`src/rtl/microtile_sequencer_pkg.sv`:
```
// Shared definitions for the microtile sequencer.
//   tile_state_t : sequencer FSM states
//   NUM_TILES    : number of tiles sharing the I/O bus
//   TILE_W       : width of each tile's input and output bus
//   SEL_W        : width of a tile index
//   CNT_W        : width of the settle/reset down-counter
package microtile_sequencer_pkg;

  localparam int NUM_TILES = 4;
  localparam int TILE_W    = 8;
  localparam int SEL_W     = $clog2(NUM_TILES);
  localparam int CNT_W     = 4;

  typedef enum logic [1:0] {
    ST_RESET   = 2'd0,
    ST_QUIESCE = 2'd1,
    ST_RUN     = 2'd2
  } tile_state_t;

endpackage

```
`src/rtl/microtile_sequencer_sync2.sv`:
```
// Two-flop synchronizer for asynchronous pin inputs.
//   clk : sampling clock
//   rst : synchronous active-high reset, clears both flops
//   d   : asynchronous input
//   q   : synchronized output (second flop)
module sync2 #(
  parameter int W = 1
) (
  input  logic         clk,
  input  logic         rst,
  input  logic [W-1:0] d,
  output logic [W-1:0] q
);

  logic [W-1:0] meta;

  always_ff @(posedge clk) begin
    if (rst) begin
      meta <= '0;
      q    <= '0;
    end else begin
      meta <= d;
      q    <= meta;
    end
  end

endmodule

```
`src/rtl/microtile_sequencer.sv`:
```
// Owns one of four tiles on a shared I/O bus. A tile switch freezes the
// outgoing tile for SETTLE_CYCLES, then holds the incoming tile in reset for
// RST_CYCLES before handing it the bus.
//   clk, rst     : clock, synchronous active-high reset
//   sel_req      : requested tile (async pin, synchronized here)
//   ui_in        : shared input bus, routed to the running tile only
//   tile_uo      : packed tile outputs, tile i at [8i+7:8i]
//   tile_ui      : packed per-tile inputs, same packing
//   tile_ena     : per-tile clock enable (at most one set)
//   tile_rst_n   : per-tile active-low reset
//   uo_out       : output of the running tile, 0 otherwise
//   active_sel   : tile currently owned
//   busy         : high outside RUN
//   switch_count : completed switches, saturating
module microtile_sequencer
  import microtile_sequencer_pkg::*;
#(
  parameter int SETTLE_CYCLES = 2,
  parameter int RST_CYCLES    = 4
) (
  input  logic                        clk,
  input  logic                        rst,
  input  logic [SEL_W-1:0]            sel_req,
  input  logic [TILE_W-1:0]           ui_in,
  input  logic [NUM_TILES*TILE_W-1:0] tile_uo,
  output logic [NUM_TILES*TILE_W-1:0] tile_ui,
  output logic [NUM_TILES-1:0]        tile_ena,
  output logic [NUM_TILES-1:0]        tile_rst_n,
  output logic [TILE_W-1:0]           uo_out,
  output logic [SEL_W-1:0]            active_sel,
  output logic                        busy,
  output logic [7:0]                  switch_count
);

  localparam logic [CNT_W-1:0] SETTLE_INIT = CNT_W'(SETTLE_CYCLES - 1);
  localparam logic [CNT_W-1:0] RST_INIT    = CNT_W'(RST_CYCLES - 1);

  tile_state_t      state, state_nx;
  logic [CNT_W-1:0] cnt, cnt_nx;
  logic [SEL_W-1:0] target, target_nx, active_nx;
  logic [SEL_W-1:0] sel_s;
  logic [7:0]       count_nx;

  sync2 #(.W(SEL_W)) u_sync (
    .clk (clk),
    .rst (rst),
    .d   (sel_req),
    .q   (sel_s)
  );

  always_ff @(posedge clk) begin
    if (rst) begin
      state        <= ST_RESET;
      cnt          <= RST_INIT;
      active_sel   <= '0;
      target       <= '0;
      switch_count <= '0;
    end else begin
      state        <= state_nx;
      cnt          <= cnt_nx;
      active_sel   <= active_nx;
      target       <= target_nx;
      switch_count <= count_nx;
    end
  end

  // sel_s is only looked at in RUN, so requests arriving mid-switch wait
  // until the new tile has run for at least one cycle.
  always_comb begin
    state_nx  = state;
    cnt_nx    = cnt;
    active_nx = active_sel;
    target_nx = target;
    count_nx  = switch_count;
    unique case (state)
      ST_RESET: begin
        if (cnt == '0) state_nx = ST_RUN;
        else           cnt_nx   = cnt - CNT_W'(1);
      end
      ST_RUN: begin
        if (sel_s != active_sel) begin
          target_nx = sel_s;
          cnt_nx    = SETTLE_INIT;
          state_nx  = ST_QUIESCE;
        end
      end
      ST_QUIESCE: begin
        if (cnt == '0) begin
          // Moving ownership drops the old tile's rst_n via the output logic.
          active_nx = target;
          cnt_nx    = RST_INIT;
          state_nx  = ST_RESET;
          if (switch_count != 8'hFF) count_nx = switch_count + 8'd1;
        end else begin
          cnt_nx = cnt - CNT_W'(1);
        end
      end
      default: state_nx = ST_RESET;
    endcase
  end

  logic [NUM_TILES-1:0][TILE_W-1:0] uo_v, ui_v;
  logic                             run;

  assign uo_v = tile_uo;
  assign run  = (state == ST_RUN);

  for (genvar g = 0; g < NUM_TILES; g++) begin : g_tile
    logic own;
    assign own           = (active_sel == SEL_W'(g));
    assign tile_ena[g]   = own && (state != ST_QUIESCE);
    assign tile_rst_n[g] = own && (state != ST_RESET);
    assign ui_v[g]       = (own && run) ? ui_in : '0;
  end

  assign tile_ui = ui_v;
  assign uo_out  = run ? uo_v[active_sel] : '0;
  assign busy    = !run;

endmodule

```
`config.mk`:
```
export PLATFORM = sky130hd
export DESIGN_NAME = microtile_sequencer
export DESIGN_NICKNAME = d
export VERILOG_FILES = /design/src/rtl/microtile_sequencer_pkg.sv /design/src/rtl/microtile_sequencer_sync2.sv /design/src/rtl/microtile_sequencer.sv
export SDC_FILE = /design/constraint.sdc
export NUM_CORES = 1
export LEC_CHECK = 0
export ABC_AREA = 1
export BUFFER_PORTS_ARGS = -buffer_cell sky130_fd_sc_hd__buf_2
export CAP_MARGIN = 20
export CELL_PAD_IN_SITES_DETAIL_PLACEMENT = 0
export CELL_PAD_IN_SITES_GLOBAL_PLACEMENT = 1
export CORE_UTILIZATION = 27
export DETAILED_ROUTE_END_ITERATION = 6
export PLACE_DENSITY = 0.86
export SYNTH_ARGS = -nofsm -noshare
export SYNTH_HDL_FRONTEND = slang
export SYNTH_HIERARCHICAL = 1
export SYNTH_SLANG_ARGS = --single-unit
```
`constraint.sdc`:
```
create_clock -name clk -period 1.8 [get_ports clk]
set_clock_uncertainty 0.15 [all_clocks]
set_input_delay 0.54 -clock clk [delete_from_list [all_inputs] [get_ports clk]]
set_output_delay 0.54 -clock clk [all_outputs]
set_load 0.03 [all_outputs]
```
Word-level counts from Yosys, hierarchy flattened:

Cells that the tools add are included.

* bits in registers: 22

* $add $sub $neg: 2
* order comparisons: 1
* equality and inequality tests: 12
* muxes and demuxes: 15
* reductions and logical operators: 23

Operator list (count)
* $mux 8: 6
* $bmux 8 s2: 1
* $logic_and 1x1->1: 12
* $mux 4: 3
* $pmux 4 s3: 1
* $reduce_and 3->1: 3
* $add 8x1->8 const B: 1
* $ne 8x8->1 const B: 1
* $eq 2x2->1 const B: 3
* $mux 2: 3
* $ne 2x2->1 const B: 3
* $pmux 2 s3: 1
* $eq 2x1->1 const B: 2
* $logic_not 2->1: 2
* $logic_not 4->1: 1
* $ne 2x1->1 const B: 2
* $reduce_and 2->1: 2
* $sub 4x1->4 const B: 1
* $lt 2x3->1 const B: 1
* $reduce_bool 3->1: 1
* $ne 2x2->1: 1
* $reduce_bool 2->1: 1
* $logic_not 1->1: 1

Longest topological paths before layout:

* depth in word-level cells: 3
* gate-level depth with buffers: 9

By module:

The synthesis kept the hierarchy.

By module, submodules not included
* microtile_sequencer: times used 1, cells each 239, area an instance 1485.2 um2, seq. area each 360.3 um2
* sync2: times used 1, cells each 12, area an instance 110.1 um2, seq. area each 80.1 um2

Worst setup path after synthesis:

OpenSTA, ideal clock, no wires.

* path kind: register to output
* start point: register active_sel[1]
* end point: output uo_out[0]
* data arrival time: 1.464 ns
* required time: 1.110 ns
* path slack: -0.354 ns
* stages on the path, launching flop included: 5
* buffers on the path: 0
* cell sequence: dfxtp_1 > nand2_1 > clkinv_1 > a22oi_1 > a21oi_1

* word-level cells in the longest chain between the ends: 3

RTL lines
* from (decl): RTL line microtile_sequencer.sv:30 `output logic [SEL_W-1:0] active_sel,`
* from (signal assigned): RTL line microtile_sequencer.sv:61 `active_sel <= active_nx;`
* $bmux 8 s2: RTL line microtile_sequencer.sv:117 `assign uo_out = run ? uo_v[active_sel] : '0;`
* $mux 8 (implied by the code): RTL line microtile_sequencer.sv:117
* $mux 8: RTL line microtile_sequencer.sv:117
* to (decl): RTL line microtile_sequencer.sv:29 `output logic [TILE_W-1:0] uo_out,`

No other way between the ends. The select of a mux whose other input is x is not followed.

Worst setup path after layout:

* start point: register active_sel[0]
* end point: output uo_out[2]

The elaborated chain is that of the path after synthesis.

==> impl_metrics.tcl <==
set metrics [dict create \
    grtUsageTotal_pct 21.76 \
    drive_gt1_share_pct 63.50 \
    syn_area_per_cell_um2 6.356 \
    antennaDiodeCount 0 \
    drc_errors 0 \
    cap_violations 0 \
    pwr-share-clk_pct 15.3 \
    p_sw_share_pct 44.51 \
    drt_iter0_markers 65 \
    regToRegEndpoint "cnt[0]$_SDFFE_PP1P_" \
    clock-sinks 22 \
    synth-main-ff-cell "dfxtp_1" \
    cp-end-kind "primary output" \
    place_area_um2 2836 \
    required_ns 1.11 \
    fin_area_um2 3531 \
    grt_pass1_vias 2213 \
    holdBufCountCts 0 \
    htree_levels 1 \
    crit_buf_inv 3 \
    yosysTopAreaCell "dfxtp_1" \
    synthDistinctLibCells 24 \
    hpwl_mm 4.472 \
    crit_slowest_cell "dfxtp_4" \
    peakVddDrop_mv 0.5201 \
    synth_seq_cells 22 \
    synth.top_cell.area_share_pct 27.61 \
    final_core_util_pct 62.96 \
    p_total_uw 3036 \
    p_seq_share_pct 20.4 \
    crit_family "flip-flops" \
    num_rows 27 \
    min_period_over_period_pct 118.6 \
    worst-endpoint-arrival_ns 1.44 \
    violations "negative setup slack" \
    path_class "reg2out" \
    finalNetCount 442 \
    synth-seq-area-share_pct 27.61 \
    setup_ws_ns -0.3343 \
    p_int_uw 1685 \
    maxSlewHeadroom_pct 73.23 \
    crit_fanout 5 \
    clock_latency_ns 0.26 \
    overflow 0 \
    status "finished with violations" \
    die_h_um 78.87 \
    endpoint "uo_out[2]" \
    via_per_inst 4.859 \
    portBuffers 102 \
    wirelength_mm 7.034 \
    die_area_um2 6220 \
    syn-num-nets 303 \
    setup_viol 49 \
    pin_count 103 \
    dr.pass1.iters 4 \
    synth_common_cells "nor2_1 (59), nand2_1 (38), inv_1 (36)" \
    cp_num_cells 6 \
    start_kind "flip-flop" \
    clk_pin_slew_ns 0.08 \
    crit_path_cell_trace "inv_1 -> nand2_2 -> clkinv_4 -> a22oi_2 -> a21oi_4 -> buf_6" \
    cts_root_buf "clkbuf_8" \
    syn_inst 251 \
    vias 2240 \
    postSynth.asyncResetShare_pct 0 \
    p_sw_uw 1351 \
    gp_congestion 0.8016 \
    core-area_um2 5608 \
    numCtsBuffers 3 \
    pwr_density_cell_nw_per_um2 859.8 \
    p_comb_share_pct 64.4 \
    final.min_clock_period_ns 2.134 \
    start_util_pct 28.45 \
    crit_path_max_incr_delay_ns 0.38 \
    synth-warning-count 6 \
    dieWidth_um 78.87 \
    wl_per_cell_um 15.26 \
    hold_class "reg2reg" \
    grt_start_max_net_pins 14 \
    grt_first_pass_wirelength_mm 10.69 \
    cts_buffer_depth 2 \
    ant_nets 0 \
    reg2reg_depth 12 \
    drv_slew 0 \
    synth.area.top_cells "dfxtp_1 (28%), nor2_1 (14%), nand2_1 (8.9%)" \
    synth_edf_count 0 \
    synth_most_common_cell "nor2_1" \
    antenna_found_initial 0 \
    crit_start "active_sel[0]$_SDFFE_PP0P_" \
    cts_tree "yes" \
    areaGrowthSynthToFinish_pct 121.3 \
    fmaxAchievable_ghz 0.4685 \
    worstReg2RegStart "state[0]$_SDFFE_PP0P_" \
    worstMarginPinSlew_ns 0.4011 \
    r2r_slack_ns 0.08 \
    power.leakage_uw 0.001516 \
    hold_viol 0 \
    syn_area_um2 1595 \
    rsz0062_at_grt "yes" \
]
[registers in the layout (all words and copies together) (netlist names)]
| name | count |
|---|---|
| target | 2 |
| active_sel | 2 |
| state | 2 |
| u_sync/meta | 2 |
| switch_count | 8 |
| cnt | 4 |
| u_sync/q | 2 |
[cell families after synthesis]
kind of cell	synth area share (%)
and+or+nand+nor	33.41
AOI/OAI and AO/OA	18.90
buffers and inverters	10.51
DFF	27.61
adders and majority gates	6.275
xor gates and xnor gates	3.295
[per-layer routing]
metal | wire, um | track usage, % | vias to the layer above
met5 | 0 | 0 | -
met4 | 302 | 9.818 | 0
met3 | 450 | 4.598 | 27
met2 | 3597 | 39.74 | 97
met1 | 2683 | 23.99 | 1027
li1 | - | - | 1089
[power by group through the flow]
stage / clock network (uW) / logic [uW] / registers [uW]
CTS: 480 / 1750 / 619
finish: 464 / 1950 / 619
floorplan: 0 / 1010 / 628
detailed placement: 0 / 1390 / 623
global route: 506 / 2100 / 628
global placement: 0 / 1380 / 620
[worst min path at each step]
stage	end	startpoint	depth (start not counted)	slack, ns
CTS	u_sync/q[0]$_SDFF_PP0_	u_sync/meta[0]$_SDFF_PP0_	2	0.26
floorplan	u_sync/q[0]$_SDFF_PP0_	u_sync/meta[0]$_SDFF_PP0_	2	0.24
finish	u_sync/q[0]$_SDFF_PP0_	u_sync/meta[0]$_SDFF_PP0_	2	0.26
global route	u_sync/q[0]$_SDFF_PP0_	u_sync/meta[0]$_SDFF_PP0_	2	0.28
global placement	u_sync/q[1]$_SDFF_PP0_	u_sync/meta[1]$_SDFF_PP0_	2	0.25
detailed placement	u_sync/q[0]$_SDFF_PP0_	u_sync/meta[0]$_SDFF_PP0_	2	0.24
[stage by stage]
| step | cells | TNS (ns) | hold WS (ns) | worst slack [ns] |
|---|---|---|---|---|
| 2_1_floorplan | 251 | -0.4901 | 0.2383 | -0.06162 |
| 3_3_place_gp | 443 | -1.851 | 0.2468 | -0.07550 |
| 3_5_place_dp | 443 | -2.427 | 0.2445 | -0.1020 |
| 4_1_cts | 458 | -11.25 | 0.2580 | -0.2905 |
| 5_1_grt | 461 | -15.08 | 0.2772 | -0.3931 |
| 6_report | 461 | -12.27 | 0.2601 | -0.3343 |
[cells in the final DEF (no fill, tap or decap), drive strengths merged]
| cell type | n |
|---|---|
| ha | 8 |
| a22oi | 16 |
| inv | 39 |
| nor3 | 1 |
| bufinv | 1 |
| buf | 133 |
| o21ai | 13 |
| nand4 | 3 |
| nand2 | 41 |
| clkinv | 6 |
| nand3 | 14 |
| xnor2 | 3 |
| xor2 | 3 |
| a21oi | 21 |
| dfxtp | 22 |
| clkbuf | 3 |
| nor2 | 62 |
[area by class of cell]
| type | count | area [um^2] |
|---|---|---|
| Multi-Input combinational cell | 185 | 1599 |
| Inverter | 41 | 183.9 |
| Fill cell | 443 | 2077 |
| Timing Repair Buffer | 133 | 1094 |
| Sequential cell | 22 | 452.9 |
| Tap cell | 72 | 90.09 |
| Clock buffer | 3 | 41.29 |
| Timing Repair inverter | 4 | 40.04 |
| Clock inverter | 1 | 30.03 |
[repair_timing]
item,4_1_cts,5_1_grt
gates cloned,4,0
pin swaps,20,15
setup buffers,7,3
gates resized for setup,125,24
setup endpoints to repair,50,51
[worst register-to-register path: cells and delay by family, from the launching register on]
family                   cells  cell delay (ns)
adder cells (fa/ha/maj)      1             0.21
buffers and inverters        6             0.50
AND/OR/NAND/NOR              4             0.32
AO/OA/AOI/OAI                1             0.07
flip-flops                   1             0.34
No activity file was read; power rests on OpenSTA's default activity.
